File: src/rtl/wd_pkg.sv
// Shared types and widths for the watchdog-priority APB arbiter.
// Holds the FSM state encoding and the APB bus widths.
package wd_pkg;

  localparam int ADDR_W = 8;
  localparam int DATA_W = 8;

  typedef enum logic [1:0] {
    IDLE   = 2'd0,
    SETUP  = 2'd1,
    ACCESS = 2'd2,
    GAP    = 2'd3
  } state_e;

  // Index of the winner encoded in a 2-bit one-hot grant.
  function automatic logic grant_idx(input logic [1:0] grant);
    return grant[1];
  endfunction

endpackage

File: src/rtl/wd_rr_arb.sv
// Two-way round-robin grant with a watchdog override for requester 0.
// Purely combinational; the caller owns the last_grant pointer.
module wd_rr_arb (
  input  logic [1:0] valid,
  input  logic       wd_intr,
  input  logic       last_grant,
  output logic [1:0] grant
);

  always_comb begin
    grant = 2'b00;
    if (wd_intr && valid[0]) begin
      grant = 2'b01;
    end else if (valid == 2'b11) begin
      // On contention, favour whoever did not win last time.
      grant = last_grant ? 2'b01 : 2'b10;
    end else begin
      grant = valid;
    end
  end

endmodule

File: src/rtl/wd_apb_arb.sv
// Two-requester APB master with round-robin arbitration, watchdog priority
// and a configurable idle gap between transfers.
module wd_apb_arb
  import wd_pkg::*;
#(
  parameter int GAP_CYCLES = 2
) (
  input  logic              pclk,
  input  logic              preset_n,
  input  logic              req0_valid,
  output logic              req0_ready,
  input  logic              req0_write,
  input  logic [ADDR_W-1:0] req0_addr,
  input  logic [DATA_W-1:0] req0_wdata,
  input  logic              req1_valid,
  output logic              req1_ready,
  input  logic              req1_write,
  input  logic [ADDR_W-1:0] req1_addr,
  input  logic [DATA_W-1:0] req1_wdata,
  output logic              rsp0_valid,
  output logic [DATA_W-1:0] rsp0_rdata,
  output logic              rsp1_valid,
  output logic [DATA_W-1:0] rsp1_rdata,
  input  logic              wd_intr,
  output logic              psel,
  output logic              penable,
  output logic              pwrite,
  output logic [ADDR_W-1:0] paddr,
  output logic [DATA_W-1:0] pwdata,
  input  logic [DATA_W-1:0] prdata,
  output logic              busy,
  output state_e            state_dbg
);

  localparam logic [3:0] GAP_LOAD = (GAP_CYCLES == 0) ? 4'd0 : 4'(GAP_CYCLES - 1);

  // Handshake: a request transfers on a rising pclk where reqN_valid and
  // reqN_ready are both high; ready is only offered in IDLE, to one winner.
  state_e     state;
  state_e     state_nxt;
  logic [3:0] gap_cnt;
  logic [1:0] grant;
  logic [1:0] ready_vec;
  logic       accept;
  logic       last_grant;
  logic       cur_idx;
  logic       win_idx;

  wd_rr_arb u_arb (
    .valid      ({req1_valid, req0_valid}),
    .wd_intr    (wd_intr),
    .last_grant (last_grant),
    .grant      (grant)
  );

  assign ready_vec  = (state == IDLE && preset_n) ? grant : 2'b00;
  assign req0_ready = ready_vec[0];
  assign req1_ready = ready_vec[1];
  assign accept     = |ready_vec;
  assign win_idx    = grant_idx(grant);
  assign busy       = (state != IDLE);
  assign state_dbg  = state;

  always_ff @(posedge pclk or negedge preset_n) begin
    if (!preset_n) begin
      state <= IDLE;
    end else begin
      state <= state_nxt;
    end
  end

  always_comb begin
    state_nxt = state;
    case (state)
      IDLE:    if (accept) state_nxt = SETUP;
      SETUP:   state_nxt = ACCESS;
      ACCESS:  state_nxt = (GAP_CYCLES == 0) ? IDLE : GAP;
      GAP:     if (gap_cnt == 4'd0) state_nxt = IDLE;
      default: state_nxt = IDLE;
    endcase
  end

  always_ff @(posedge pclk or negedge preset_n) begin
    if (!preset_n) begin
      gap_cnt <= 4'd0;
    end else if (state == ACCESS) begin
      gap_cnt <= GAP_LOAD;
    end else if (state == GAP && gap_cnt != 4'd0) begin
      gap_cnt <= gap_cnt - 4'd1;
    end
  end

  // APB outputs, response pulses and the round-robin pointer.
  always_ff @(posedge pclk or negedge preset_n) begin
    if (!preset_n) begin
      psel       <= 1'b0;
      penable    <= 1'b0;
      pwrite     <= 1'b0;
      paddr      <= '0;
      pwdata     <= '0;
      rsp0_valid <= 1'b0;
      rsp1_valid <= 1'b0;
      rsp0_rdata <= '0;
      rsp1_rdata <= '0;
      cur_idx    <= 1'b0;
      last_grant <= 1'b1;
    end else begin
      rsp0_valid <= 1'b0;
      rsp1_valid <= 1'b0;
      case (state)
        IDLE: begin
          if (accept) begin
            psel       <= 1'b1;
            pwrite     <= win_idx ? req1_write : req0_write;
            paddr      <= win_idx ? req1_addr  : req0_addr;
            pwdata     <= win_idx ? req1_wdata : req0_wdata;
            cur_idx    <= win_idx;
            last_grant <= win_idx;
          end
        end
        SETUP: begin
          penable <= 1'b1;
        end
        ACCESS: begin
          psel    <= 1'b0;
          penable <= 1'b0;
          if (cur_idx) begin
            rsp1_valid <= 1'b1;
            if (!pwrite) rsp1_rdata <= prdata;
          end else begin
            rsp0_valid <= 1'b1;
            if (!pwrite) rsp0_rdata <= prdata;
          end
        end
        default: ;
      endcase
    end
  end

endmodule

File: config.mk
export PLATFORM = sky130hd
export DESIGN_NAME = wd_apb_arb
export DESIGN_NICKNAME = d
export VERILOG_FILES = /design/src/rtl/wd_pkg.sv /design/src/rtl/wd_rr_arb.sv /design/src/rtl/wd_apb_arb.sv
export SDC_FILE = /design/constraint.sdc
export NUM_CORES = 1
export LEC_CHECK = 0
export ABC_AREA = 1
export CAP_MARGIN = 20
export CORE_MARGIN = 5
export CORE_UTILIZATION = 43
export DETAILED_ROUTE_END_ITERATION = 8
export GPL_TIMING_DRIVEN = 0
export HOLD_SLACK_MARGIN = 0.1
export PLACE_DENSITY = 0.88
export SLEW_MARGIN = 20
export SYNTH_ARGS = -nofsm -noshare
export SYNTH_HDL_FRONTEND = slang
export SYNTH_SLANG_ARGS = --single-unit
File: constraint.sdc
create_clock -name pclk -period 2 [get_ports pclk]
set_input_delay 0.4 -clock pclk [delete_from_list [all_inputs] [get_ports pclk]]
set_output_delay 0.4 -clock pclk [all_outputs]
set_load 0.05 [all_outputs]
==> results of run 1 <==
cell families after synthesis:
family / share of synthesized area
adder cells (fa/ha/maj): 0.0335
AO/OA/AOI/OAI: 0.128
AND/OR/NAND/NOR: 0.231
buffers and inverters: 0.104
flip-flops: 0.503
per-layer routing:
metal,GRT usage,vias to the layer above,part of all wire
li1,-,1017,-
met1,0.206,956,0.39
met2,0.325,88,0.50
met3,0.0748,13,0.092
met4,0.0449,0,0.018
met5,0,-,0
worst reg2reg max path: stages (launching register included):
cell	delay (ps)
dfrtp_2	410
inv_2	80
buf_4	110
ha_1	280
inv_2	110
nor2_4	110
nand2_2	110
buf_2	190
o21ai_0	170
layout make-up:
type / count / area [µm²]
buffer: 8 / 73.8
multi-input combinational: 155 / 912
clock inverter: 2 / 13.8
clock buffer: 6 / 82.6
fill: 418 / 1580
sequential: 45 / 1130
timing repair buffer: 106 / 1040
tap: 70 / 87.6
inverter: 39 / 154
through the flow:
step / std cells / util / setup slack [ps] / power, mW
global route: 431 / 0.688 / -32.1 / 6.23
global placement: 407 / 0.635 / -2380 / 5.04
detailed placement: 408 / 0.638 / -862 / 5.14
floorplan: 249 / - / 2.91 / 3.92
CTS: 421 / 0.669 / -8.15 / 5.83
finish: 431 / 0.688 / 36.9 / 5.86
state kept, by name (all words and copies together), names as in the netlist:
| register | flops |
|---|---|
| rsp1_rdata | 8 |
| paddr | 8 |
| pwdata | 8 |
| last_grant | 1 |
| pwrite | 1 |
| rsp1_valid | 1 |
| gap_cnt | 4 |
| psel | 1 |
| cur_idx | 1 |
| penable | 1 |
| rsp0_rdata | 8 |
| state_dbg | 2 |
| rsp0_valid | 1 |
power by group through the flow:
stage	Clock (mW)	Combinational, mW	Sequential, mW
2_1_floorplan	0	1.00	2.92
3_3_place_gp	0	3.41	1.63
3_5_place_dp	0	3.49	1.64
4_1_cts	0.594	3.62	1.62
5_1_grt	0.636	3.92	1.68
6_report	0.581	3.66	1.62
how the worst min path moves through the flow:
stage | endpoint | slack [ps] | cells past startpoint
after global placement | rsp0_rdata[1] | 470 | 2
after global routing | last_grant | 130 | 1
final | last_grant | 140 | 1
after detailed placement | psel | 370 | 1
after CTS | last_grant | 120 | 1
after floorplan | cur_idx | 100 | 0
cell usage after synthesis (all sizes together):
| cell | n | area (µm²) |
|---|---|---|
| o21ai | 19 | 95.1 |
| dfstp | 1 | 26.3 |
| a21oi | 4 | 20.0 |
| nand2 | 74 | 300 |
| nor2 | 9 | 46.3 |
| buf | 10 | 87.6 |
| inv | 39 | 146 |
| o211ai | 16 | 165 |
| or2 | 1 | 6.26 |
| dfrtp | 44 | 1100 |
| ha | 6 | 75.1 |
| nand3 | 25 | 165 |
| o31ai | 1 | 7.51 |
what timing repair did:
item / 4_1_cts / 5_1_grt
buffers inserted: 6 / 10
endpoints found under the hold margin: 15 / 0
gates resized for setup: 25 / 6
endpoints found under the setup margin: 3 / 5
hold buffers: 1 / 0
pin swaps: 2 / 2
==> impl_metrics.ini, run 1 <==
[die]
initial_core_util = 0.442
die-area_um2 = 6760
fp-row-count = 26
die_w_um = 82.2
core_um2 = 5070
die_h_um = 82.2
ios = 89

[setup_path]
cpPeakStageDelay_ps = 410
r2r-start = state_dbg[0]
reg2reg_to = rsp0_rdata[1]
cp_top_family = buffers and inverters
worstPathMaxFanout = 13
required_ps = 1600
crit_chain = inv_2, ha_4, nand2_4, nor2_4, nand2_4, buf_12, clkinvlp_4, buf_8
critical_path.startpoint = state_dbg[1]
cpMostUsedCell = nand2_4
end_kind = output port
cp-endpoint = req0_ready
cp_num_buf_inv = 4
critPathLaunchType = flop
cp.arrival_ps = 1560
ff2ff_setup_slack_ps = 340
slowest_stage = dfrtp_2
worstRegToRegCells = 8
critical_path_class = reg -> out
path_depth = 8

[power_and_ir_drop]
seq_power_share = 0.276
combPwrFrac = 0.625
netSwitchingPower_mw = 2.93
total_leakage_power_nw = 1.72
sw_frac_of_total = 0.500
ir_drop_mv = 0.910
pwr-share-clk = 0.099
p_per_area_nw_per_um2 = 1680
p_int_mw = 2.93

[timing]
clock.fmax_mhz = 509
fin_setup_tns_ps = 0
fin_crit_sh = 0.982
min_period_ps = 1960
holdWs_ps = 136
max-slew-margin-rel = 0.524
worstMarginPinSlew_ps = 711
finClkSkew_ps = 9.30
drv_slew = 0
finalSetupViolCount = 0
rsz0062_at_grt = true
finalHoldViolCount = 0

[clock_tree]
cts_inserted_buffers = 5
clk_path_buf_depth = 2
path_clk_slew_ps = 90
insertion_delay_ps = 290
h-tree-depth = 2
clock_sinks = 45
clockRootBuffer = clkbuf_8
cts_tree = yes

[logic_synthesis]
syn_area_um2 = 2240
synth_cell_type_count = 24
syn_area_per_cell_um2 = 9.00
synth_seq_cells = 45
syn_nets = 302
synth-seq-area-share = 0.503
synth_cells = 249
ys_warn_count = 0

[detailed_routing]
routed_wl_um = 5860
firstDrtPassIters = 4
routed_via_density = 4.81
drtIter0Drc = 177
wl_per_cell_um = 13.6
via_count = 2074
drc = 0
postRouteAntennaNets = 0

[job]
maxCapViolations = 0

[global_routing]
grt-ovfl-total = 0
grt_max_degree = 30
grt_pass1_vias = 2108
antenna_found_initial = 0
grt_pass1_wl_um = 9630
grt_usage = 0.184

[cells_and_area]
area_growth_pct = 55.7
nNetsFinal = 413
final_area_um2 = 3490
n_antenna_cell = 0
final_cell_mix = 80 x clkdlybuf4s50_1, 67 x nand2_1, 42 x dfrtp_1
layout-drive-gt1-share = 0.213
layout_commonest_cell = clkdlybuf4s50_1

[placement]
numPortBuffers = 88
dpl.hpwl_um = 4520
placed_area_um2 = 3240
place.gp.congestion = 0.769

[hold_path]
hp-class = in -> async

[outcome]
status = finished clean
No activity file was read; power rests on OpenSTA's default activity.
==> run 2: changes to the inputs <==
--- a/config.mk
+++ b/config.mk
@@ -13,6 +13,7 @@
 export GPL_TIMING_DRIVEN = 0
 export HOLD_SLACK_MARGIN = 0.1
 export PLACE_DENSITY = 0.88
+export SETUP_SLACK_MARGIN = 0.4
 export SLEW_MARGIN = 20
 export SYNTH_ARGS = -nofsm -noshare
 export SYNTH_HDL_FRONTEND = slang
==> impl_metrics.ini, run 2 (same netlist as run 1, synthesis figures left out) <==
[global_routing]
grt_use_met3 = 0.0575
grt_max_degree = 23
grtUsageMet2 = 0.339
use_met1 = 0.228
grt-ovfl-total = 0
grt_usage = 0.191
busiest_layer = met2
antenna_found_initial = 0
grt_pass1_vias = 2098
grt_pass1_wl_um = 9940

[clock_tree]
path_clk_slew_ps = 80
cts_inserted_buffers = 5
insertion_delay_ps = 300
clock_sinks = 45
h-tree-depth = 2
cts_tree = yes
clockRootBuffer = clkbuf_8
clk_path_buf_depth = 2

[setup_path]
path_depth = 9
worstPathMaxFanout = 2
cp_top_family = buffers and inverters
worstRegToRegCells = 11
slowest_stage = dfrtp_2
cp_num_buf_inv = 5
cpPeakStageDelay_ps = 420
required_ps = 1600
critPathLaunchType = flop
cpMostUsedCell = nand2_4
crit_chain = inv_2, ha_4, nand2_4, nor2_4, nand2_4, buf_6, buf_12, clkinvlp_4, buf_8
critical_path_class = reg -> out
end_kind = output port
cp.arrival_ps = 1600

[die]
core_um2 = 5070
die_h_um = 82.2
die_w_um = 82.2
ios = 89
initial_core_util = 0.442
die-area_um2 = 6760
fp-row-count = 26

[timing]
holdWs_ps = 136
finalSetupViolCount = 1
rsz0062_at_grt = true
finClkSkew_ps = 5.29
fin_crit_sh = 1.00
clock.fmax_mhz = 499
finalHoldViolCount = 0
drv_slew = 0
max-slew-margin-rel = 0.662
setup_ws_ps = -4.59
worstMarginPinSlew_ps = 506
min_period_ps = 2000

[hold_path]
hp-class = in -> async

[cells_and_area]
n_antenna_cell = 0
fin_cells = 444
final_cell_mix = 67 x nand2_1, 42 x dfrtp_1, 42 x clkdlybuf4s50_1
layout_commonest_cell = nand2_1
final_area_um2 = 3650
layout-drive-gt1-share = 0.340
nNetsFinal = 426
area_growth_pct = 62.8

[detailed_routing]
firstDrtPassIters = 4
via_count = 2120
drc = 0
wl_per_cell_um = 14.3
postRouteAntennaNets = 0
drtIter0Drc = 90
routed_wl_um = 6370
routed_via_density = 4.77

[placement]
numPortBuffers = 88
placed_area_um2 = 3270
place.gp.congestion = 0.724
dp.cells = 408
place_ws_ps = -1010
dpl.hpwl_um = 4330

[job]
maxCapViolations = 0

[outcome]
violations = negative setup slack
status = complete, but fails checks

[power_and_ir_drop]
p_per_area_nw_per_um2 = 1690
total_leakage_power_nw = 1.87
ir_drop_mv = 0.785
power_mw = 6.17
## run 2: per-stage QoR
| step | util | TNS [ps] |
|---|---|---|
| floorplan | - | 0 |
| global placement | 0.640 | -63900 |
| detailed placement | 0.644 | -1960 |
| CTS | 0.703 | -31.4 |
| global route | 0.719 | -118 |
| finish | 0.719 | -4.59 |
## run 2: worst register-to-register path: stages, from the launching register on
cell and delay [ps]:
dfrtp_2 420, inv_2 80, ha_4 150, nand2_4 60, nor2_4 120, nand2_4 60
buf_4 130, buf_6 130, nand2_8 90, buf_12 120, o211ai_2 70, nand2_1 90
## run 2: path summary, 6_finish.rpt
path                                  to  slack [ps]           from
setup / recovery              req0_ready          -5   state_dbg[1]
hold / removal                last_grant         140       preset_n
setup reg to reg                paddr[5]         440   state_dbg[1]
hold reg to reg            rsp0_rdata[0]         490  rsp0_rdata[0]
max in group asynchronous  rsp1_rdata[5]        1070       preset_n
min in group pclk          rsp0_rdata[0]         490  rsp0_rdata[0]
## run 2: routing by layer
layer,vias up,part of all wire,wire [µm]
met2,70,0.54,3450
met5,-,0,0
met1,1000,0.38,2410
met4,0,0.011,68
li1,1043,-,-
met3,7,0.070,444
## run 2: report_power, final
part,switching [mW],internal (mW),total [mW]
Combinational,2.50,1.24,3.74
Clock,0.317,0.496,0.813
Sequential,0.252,1.36,1.61
## run 2: cell type report
cell class                 instances  area (µm²)
buffer                            10         123
clock buffer                       5        68.8
clock inverter                     3        65.1
fill                             401        1430
inverter                          39         159
multi-input combinational        156         970
sequential                        45        1130
tap                               70        87.6
timing repair buffer             116        1050
## run 2: repair_timing
item / CTS / global route
resized for setup: 116 / 59
setup buffers: 12 / 11
gates cloned: 0 / 2
pin swaps: 4 / 7
endpoints found under the setup margin: 59 / 54
hold endpoints to repair: 22 / 0
hold buffers: 2 / 0
